File: config.mk
export PLATFORM = sky130hd
export DESIGN_NAME = multdiv_seq
export DESIGN_NICKNAME = d
export VERILOG_FILES = /design/src/rtl/multdiv_seq.sv
export SDC_FILE = /design/constraint.sdc
export NUM_CORES = 1
export LEC_CHECK = 0
export CORE_MARGIN = 3
export CORE_UTILIZATION = 30
export CTS_BUF_LIST = sky130_fd_sc_hd__clkbuf_8 sky130_fd_sc_hd__clkbuf_16
export DETAILED_ROUTE_END_ITERATION = 8
export PLACE_DENSITY = 0.52
export SYNTH_ARGS = -nofsm -noshare
export SYNTH_HDL_FRONTEND = slang
export SYNTH_SLANG_ARGS = --single-unit
File: constraint.sdc
create_clock -name clock -period 7.05 [get_ports clock]
set_clock_uncertainty 0.15 [all_clocks]
set_input_delay 0.705 -clock clock [delete_from_list [all_inputs] [get_ports clock]]
set_output_delay 0.705 -clock clock [all_outputs]
set_load 0.1 [all_outputs]
File: src/rtl/multdiv_seq.sv
// multdiv_seq: multi-cycle signed multiply / divide execution unit.
//
// Sits after the instruction decoder. When it accepts an op it runs WIDTH
// shift-add (MULT) or restoring-divide (DIV) iterations on the operand
// magnitudes. It holds the pipeline with stall while it works, then issues
// one writeback packet.
//
// Ports:
//   clock, reset_n        rising-edge clock, asynchronous active-low reset
//   ctrl_MULT, ctrl_DIV   decoder strobes (MULT wins if both are high)
//   operandA, operandB    rs / rt values (multiplicand,dividend / multiplier,divisor)
//   dest_rd               destination register of the issuing instruction
//   stall                 combinational hold for fetch/decode
//   result_valid          one-cycle writeback strobe
//   result, result_rd     writeback value and register (rd, or RSTATUS_REG on fault)
//   exception             qualifies a faulting packet (mult overflow / divide by zero)
//
// Optional build macro MULTDIV_EARLY_ZERO_EN: ops with a zero operand skip
// the iterations and complete in the cycle after accept.

module multdiv_seq #(
  parameter int unsigned WIDTH       = 32,
  parameter int unsigned RSTATUS_REG = 30,
  parameter int unsigned MULT_EXC    = 4,
  parameter int unsigned DIV_EXC     = 5
) (
  input  logic             clock,
  input  logic             reset_n,
  input  logic             ctrl_MULT,
  input  logic             ctrl_DIV,
  input  logic [WIDTH-1:0] operandA,
  input  logic [WIDTH-1:0] operandB,
  input  logic [4:0]       dest_rd,
  output logic             stall,
  output logic             result_valid,
  output logic [WIDTH-1:0] result,
  output logic [4:0]       result_rd,
  output logic             exception
);

  localparam int unsigned CNT_W = $clog2(WIDTH);

  typedef enum logic [1:0] {S_IDLE, S_BUSY, S_DONE} state_t;

  state_t               state_q, state_d;
  logic [CNT_W-1:0]     counter_q, counter_d;
  logic [2*WIDTH-1:0]   acc_q, acc_d;
  logic [WIDTH-1:0]     mag_q, mag_d;
  logic                 is_mult_q, is_mult_d;
  logic                 neg_q, neg_d;
  logic                 div0_q, div0_d;
  logic [4:0]           rd_q, rd_d;
  logic                 result_valid_q, result_valid_d;
  logic [WIDTH-1:0]     result_q, result_d;
  logic [4:0]           result_rd_q, result_rd_d;
  logic                 exception_q, exception_d;

  logic                 start;
  logic [WIDTH-1:0]     abs_a, abs_b;
  logic [WIDTH:0]       mul_sum;
  logic [WIDTH:0]       div_part, div_trial;
  logic [2*WIDTH-1:0]   mul_next, div_next, acc_iter, prod_s;
  logic [WIDTH-1:0]     quo_s;
  logic                 mul_ovf;

  always_comb begin
    start = ctrl_MULT | ctrl_DIV;
    stall = (state_q == S_BUSY) | (start & (state_q != S_BUSY));

    abs_a = operandA[WIDTH-1] ? -operandA : operandA;
    abs_b = operandB[WIDTH-1] ? -operandB : operandB;

    // MULT: acc = {partial sum, remaining multiplier bits}; add then shift right.
    mul_sum  = {1'b0, acc_q[2*WIDTH-1:WIDTH]} + {1'b0, (acc_q[0] ? mag_q : '0)};
    mul_next = {mul_sum, acc_q[WIDTH-1:1]};

    // DIV: acc = {remainder, dividend/quotient}; shift left, trial-subtract.
    // The remainder stays below the divisor (<= 2^(WIDTH-1)), so its
    // shifted form fits in WIDTH+1 bits and the borrow lands in bit WIDTH.
    div_part  = {acc_q[2*WIDTH-1:WIDTH], acc_q[WIDTH-1]};
    div_trial = div_part - {1'b0, mag_q};
    if (!div_trial[WIDTH])
      div_next = {div_trial[WIDTH-1:0], acc_q[WIDTH-2:0], 1'b1};
    else
      div_next = {div_part[WIDTH-1:0], acc_q[WIDTH-2:0], 1'b0};

    acc_iter = is_mult_q ? mul_next : div_next;
    prod_s   = neg_q ? -acc_iter : acc_iter;
    quo_s    = neg_q ? -acc_iter[WIDTH-1:0] : acc_iter[WIDTH-1:0];
    mul_ovf  = ~((&prod_s[2*WIDTH-1:WIDTH-1]) | ~(|prod_s[2*WIDTH-1:WIDTH-1]));

    state_d        = state_q;
    counter_d      = counter_q;
    acc_d          = acc_q;
    mag_d          = mag_q;
    is_mult_d      = is_mult_q;
    neg_d          = neg_q;
    div0_d         = div0_q;
    rd_d           = rd_q;
    result_valid_d = 1'b0;
    result_d       = result_q;
    result_rd_d    = result_rd_q;
    exception_d    = exception_q;

    case (state_q)
      S_IDLE, S_DONE: begin
        if (start) begin
          state_d   = S_BUSY;
          counter_d = '0;
          is_mult_d = ctrl_MULT;
          neg_d     = operandA[WIDTH-1] ^ operandB[WIDTH-1];
          div0_d    = ~ctrl_MULT & (operandB == '0);
          rd_d      = dest_rd;
          // mag holds the addend (MULT) or divisor (DIV); the low half of
          // acc holds the bits consumed one per iteration.
          mag_d     = ctrl_MULT ? abs_a : abs_b;
          acc_d     = {{WIDTH{1'b0}}, (ctrl_MULT ? abs_b : abs_a)};
`ifdef MULTDIV_EARLY_ZERO_EN
          if ((operandA == '0) || (operandB == '0)) begin
            state_d        = S_DONE;
            result_valid_d = 1'b1;
            if (!ctrl_MULT && (operandB == '0)) begin
              result_d    = WIDTH'(DIV_EXC);
              result_rd_d = 5'(RSTATUS_REG);
              exception_d = 1'b1;
            end else begin
              result_d    = '0;
              result_rd_d = dest_rd;
              exception_d = 1'b0;
            end
          end
`endif
        end else if (state_q == S_DONE) begin
          state_d = S_IDLE;
        end
      end
      S_BUSY: begin
        acc_d     = acc_iter;
        counter_d = counter_q + 1'b1;
        if (counter_q == CNT_W'(WIDTH-1)) begin
          // Packet is built from the final iteration so it is registered
          // and visible during the DONE cycle.
          state_d        = S_DONE;
          counter_d      = '0;
          result_valid_d = 1'b1;
          if (is_mult_q && mul_ovf) begin
            result_d    = WIDTH'(MULT_EXC);
            result_rd_d = 5'(RSTATUS_REG);
            exception_d = 1'b1;
          end else if (!is_mult_q && div0_q) begin
            result_d    = WIDTH'(DIV_EXC);
            result_rd_d = 5'(RSTATUS_REG);
            exception_d = 1'b1;
          end else begin
            result_d    = is_mult_q ? prod_s[WIDTH-1:0] : quo_s;
            result_rd_d = rd_q;
            exception_d = 1'b0;
          end
        end
      end
      default: state_d = S_IDLE;
    endcase
  end

  always_ff @(posedge clock or negedge reset_n) begin
    if (!reset_n) begin
      state_q        <= S_IDLE;
      counter_q      <= '0;
      acc_q          <= '0;
      mag_q          <= '0;
      is_mult_q      <= 1'b0;
      neg_q          <= 1'b0;
      div0_q         <= 1'b0;
      rd_q           <= '0;
      result_valid_q <= 1'b0;
      result_q       <= '0;
      result_rd_q    <= '0;
      exception_q    <= 1'b0;
    end else begin
      state_q        <= state_d;
      counter_q      <= counter_d;
      acc_q          <= acc_d;
      mag_q          <= mag_d;
      is_mult_q      <= is_mult_d;
      neg_q          <= neg_d;
      div0_q         <= div0_d;
      rd_q           <= rd_d;
      result_valid_q <= result_valid_d;
      result_q       <= result_d;
      result_rd_q    <= result_rd_d;
      exception_q    <= exception_d;
    end
  end

  assign result_valid = result_valid_q;
  assign result       = result_q;
  assign result_rd    = result_rd_q;
  assign exception    = exception_q;

endmodule

Yosys cells after proc, flatten, opt, wreduce, memory -nomap -nowiden
Cells that the tools add are included.
- $add $sub $neg: 7
- eq/ne operators: 7
- muxes and demuxes: 27
- bitwise logic cells: 9
- reductions and logical operators: 13
- operators with widths (kind ; count):
    $mux W32 ; 9
    $mux W64 ; 4
    $pmux W64 S2 ; 1
    $neg A32 Y32 ; 3
    $neg A64 Y64 ; 1
    $add A32 B32 Y33 ; 1
    $reduce_and A33 Y1 ; 1
    $reduce_or A33 Y1 ; 1
    $sub A33 B32 Y33 ; 1
    $logic_not A32 Y1 ; 1
    $mux W5 ; 4
    $pmux W5 S2 ; 1
    $reduce_and A2 Y1 ; 4
    $mux W2 ; 3
    $add A5 B1 Y5 const B ; 1
    $eq A5 B5 Y1 const B ; 1
    $mux W1 ; 4
    $ne A2 B1 Y1 const B ; 2
    $pmux W2 S2 ; 1
    $ne A3 B3 Y1 const B ; 1
    $not A1 Y1 ; 3
    $or A1 B1 Y1 ; 3
    $and A1 B1 Y1 ; 2
    $eq A2 B1 Y1 const B ; 1
    other kinds (8) ; 9
- flip-flop bits (word level): 150
- bits of input ports: 73
- output and inout bits: 40
- word-level logic and storage cells: 75

Longest topological paths before layout
- depth after elaboration: 11
- depth in mapped cells: 31
- mapped depth without buffers: 28

Worst setup path before layout
No wires, ideal clock.
- path kind: reg-to-reg
- start: register acc_q[31]
- end: register result_q[2], in the netlist result[2]
- library setup time: 0.126 ns
- arrival time: 6.686 ns
- data required time: 6.774 ns
- slack: 0.088 ns
- cell stages (with the launch flop): 30
- buffers on the path: 1
- clock period less this slack: 6.962 ns
- path through: dfrtp_1 > inv_1 > ha_1 > inv_1 > fa_1 > a211oi_1 > o211a_1 > o21a_1 > a211o_1 > nand3_1 > nand2_1 > clkbuf_1 > nor2_1 > a21oi_1 > ha_1 > nor3b_1 > o221ai_1 > nor3b_1 > and3_1 > nand2_1 > nor2_1 > and4_1 > nand3_1 > a2111o_1 > o31ai_2 > xnor2_1 > or4_4 > o41ai_4 > a21oi_2 > o32a_1
- cells in the longest elaborated chain, start to end: 11
- elaborated cells between the ends (all ways): 16
- classes of those cells: add/sub: 3; mux: 7; bitwise: 3; reduce/logical: 3
- ends and longest elaborated chain (item ; line ; RTL):
    start, declared ; 47 ; logic [2*WIDTH-1:0] acc_q, acc_d;
    start signal, assigned ; 169 ; acc_q <= '0;
    start signal, assigned ; 182 ; acc_q <= acc_d;
    $sub A33 B32 Y33 ; 81 ; div_trial = div_part - {1'b0, mag_q};
    $mux W64 ; 82 ; if (!div_trial[WIDTH])
    $mux W64 (*) ; 87 ; acc_iter = is_mult_q ? mul_next : div_next;
    $neg A64 Y64 ; 88 ; prod_s = neg_q ? -acc_iter : acc_iter;
    $mux W64 ; 88 ;
    $reduce_or A33 Y1 ; 90 ; mul_ovf = ~((&prod_s[2*WIDTH-1:WIDTH-1]) | ~(|prod_s[2*WIDTH-1:WIDTH-1]));
    $not A1 Y1 ; 90 ;
    $or A1 B1 Y1 ; 90 ;
    $not A1 Y1 ; 90 ;
    $logic_and A1 B1 Y1 ; 146 ; if (is_mult_q && mul_ovf) begin
    $mux W32 (*) ; 146 ;
    end signal, assigned ; 189 ; result_q <= result_d;
    end, declared ; 54 ; logic [WIDTH-1:0] result_q, result_d;
Every way passes the cells marked *; elsewhere a longest branch is shown, timed or not.
A chain may end at the register's enable or synchronous reset.

Final worst setup path
- start: register acc_q[31]
- end: register result_q[19], in the netlist result[19]
Same word-level chain as after synthesis.

==> qor.csv <==
stage;metric;value;unit
outcome;status;finished, final reports clean;
cts;CTS Hold Bufs;0;
global_routing;initial antenna violation count;0;
place;worst slack at placement;-0.0679;ns
logic_synthesis;Synth area leader;dfrtp_1;
logic_synthesis;synthesis-stage register bit count;150;
die;Die H;231;um
cells_and_area;share of layout cells above drive strength 1;0.118;
critical_path;crit path buf inv count;6;
sta;crit share post-route;0.948;
routing;DR pass1 iterations;5;
global_routing;first-pass GRT wire length;97.4;mm
critical_path;Crit path top cell by count;buf_4;
cts;clk sinks;150;
critical_path;source of the worst register-to-register timing path;acc_q[31];
global_routing;number of global-route vias before repair;15600;
place;gpl congestion;0.971;
place;placed inst area;17500;um^2
critical_path;Critical Path Source;acc_q[31];
critical_path;WP data arrival;6.90;ns
logic_synthesis;Post-synth top flop;dfrtp_1;
cells_and_area;fin area;18300;um^2
routing;DR top layer;met4;
routing;met3 routed WL;4.60;mm
critical_path;CP Launch Type;flop;
sta;Worst-Margin Slew;0.994;ns
critical_path;CP peak stage delay;0.47;ns
sta;highest clock rate;0.150;GHz
logic_synthesis;Synth area leaders;dfrtp_1 (25%), o21ai_0 (6.0%), nand2_1 (5.9%), ha_1 (5.7%), xnor2_1 (4.8%);
place;Detailed Place HPWL;50.2;mm
logic_synthesis;Synth top area share;0.247;
critical_path;Setup crit end kind;flop;
sta;Max Slew Vio Count;0;
die;Ports;113;
cts;htree depth;4;
cts;clock-pin slew on the worst setup and hold paths;0.08;ns
sta;setup_tns;0;ns
die;Die Area;53500;um^2
logic_synthesis;syn avg cell area;7.82;um^2
sta;final hold violation count;0;
routing;Initial DRC Count;1574;
place;Port Buffers;112;
routing;M1 WL;27.7;mm
global_routing;largest net degree at the start of global routing;94;
place;Placed Cells incl. Taps;2710;
routing;# DRC;0;
global_routing;total grt overflow;0;
logic_synthesis;post-synthesis cell type count;91;
logic_synthesis;Post-Syn Instances;1945;
logic_synthesis;syn_nets;2089;
logic_synthesis;synthesized area;15200;um^2
die;row count;81;
min_path;worst hold path class;in -> async;
critical_path;critical path fanouts, max;15;
sta;slew margin rel.;0.335;
routing;DR vias;16100;
logic_synthesis;number of synthesized flops with an enable pin;0;
die;Initial Util;0.307;
critical_path;WP data required;7.27;ns
cts;CTS tree;built;
critical_path;kind of critical path;reg -> reg;
cells_and_area;non-filler instance count after layout;2745;
critical_path;CP top delay family;compound AO/OA/AOI/OAI gates;
logic_synthesis;count leader, synth;nand2_1;
cts;Max Buffers Root-to-Sink;2;
cells_and_area;Fill cells;5127;
logic_synthesis;ys async rst share;1.00;
cts;clk root buf;clkbuf_16;
sta;Setup WS post-layout;0.366;ns
run;Max Cap Viol;0;
logic_synthesis;synth cell count leaders;nand2_1 (239), o21ai_0 (182), dfrtp_1 (150), a21oi_1 (113), nor2_1 (99);
cts;clk_lat worst skew;0.47;ns
cells_and_area;diode count;0;
logic_synthesis;Syn. warnings;0;
die;Placeable Area;49600;um^2
cells_and_area;area delta synth->final;20.1;%
routing;WL met2;30.9;mm
sta;final setup fails;0;
global_routing;Tot GR Track Use;0.238;
cells_and_area;Nets;2213;
routing;Routed Wire Length;65.4;mm
die;die width;231;um
routing;post-route ant nets;0;
logic_synthesis;post-synthesis sequential area ratio;0.247;
routing;DR WL/cell;23.8;um
critical_path;Max stage delay cell, worst path;o41ai_4;
routing;Avg Vias per Cell;5.86;
cts;Num CTS Buffers;17;
sta;min cycle time layout;6.68;ns
-- what timing repair did --
action | 4_1_cts | 5_1_grt
gates resized for setup | 3 | 19
gates cloned | 0 | 1
endpoints found under the setup margin | 34 | 38
pin swaps | 0 | 4
setup buffers | 0 | 3
-- final timing paths --
check | end | slack [ns] | cells after the start
max in group asynchronous | is_mult_q | 5.03 | 2
setup reg to reg | result[19] | 0.37 | 32
hold reg to reg | rd_q[0] | 0.33 | 2
min in group clock | rd_q[0] | 0.33 | 2
setup / recovery | result[19] | 0.37 | 32
hold / removal | acc_q[34] | 0.20 | 1
-- sequential cells by signal, indices dropped and copies added, names as in the netlist, 2 cells and up --
register   cells
result        32
result_rd      5
counter_q      5
rd_q           5
mag_q         32
state_q        2
acc_q         64
-- metrics by stage --
stage | hold WS (ns) | util
5_1_grt | 0.253 | 0.369
2_1_floorplan | 0.259 | -
4_1_cts | 0.220 | 0.366
3_3_place_gp | 0.312 | 0.354
3_5_place_dp | 0.317 | 0.354
6_report | 0.198 | 0.369
-- worst register-to-register path: cells and delay by family (launching register included) --
kind	cells	cell delay [ns]
buffers and inverters	6	0.85
adders and majority gates	3	0.65
DFF	1	0.34
AOI/OAI and AO/OA	12	2.62
and+or+nand+nor	10	1.78
xor gates and xnor gates	1	0.21
-- cell families (layout without fill, tap and decap cells) --
family / Yosys count / in the layout / synth area share
xor gates and xnor gates: 154 / 154 / 0.0886
DFF: 150 / 150 / 0.247
AOI/OAI and AO/OA: 635 / 636 / 0.286
adders and majority gates: 71 / 71 / 0.0594
buffers and inverters: 183 / 318 / 0.0483
muxes: 69 / 69 / 0.0469
and+or+nand+nor: 683 / 683 / 0.224
-- layer usage --
layer	GRT usage	up-vias
met2	0.400	660
li1	-	7481
met3	0.0411	108
met4	0.0806	0
met1	0.310	7832
met5	0	-
-- layout by cell type (no fill, tap or decap), types with 65 or more instances in the layout --
master	n
clkdlybuf4s50_1	111
buf_4	104
o21ai_0	181
ha_1	66
a21oi_1	111
xnor2_1	83
inv_1	65
nand2_1	238
nand3_1	73
nor2_1	98
dfrtp_1	148
xor2_1	71
-- layout make-up --
| class | instances | area (um^2) | area share |
|---|---|---|---|
| clock inverters | 14 | 160 | 0.00876 |
| multi-input cells | 1613 | 10900 | 0.596 |
| well taps | 664 | 831 | 0.0455 |
| clock buffers | 17 | 425 | 0.0233 |
| repair buffers | 219 | 1950 | 0.107 |
| flip-flops and latches | 150 | 3760 | 0.206 |
| inverters | 68 | 255 | 0.0140 |
Power is left out: the tool's default activity adds up to more than one toggle a clock period on the data nets, which glitch-free logic cannot reach.
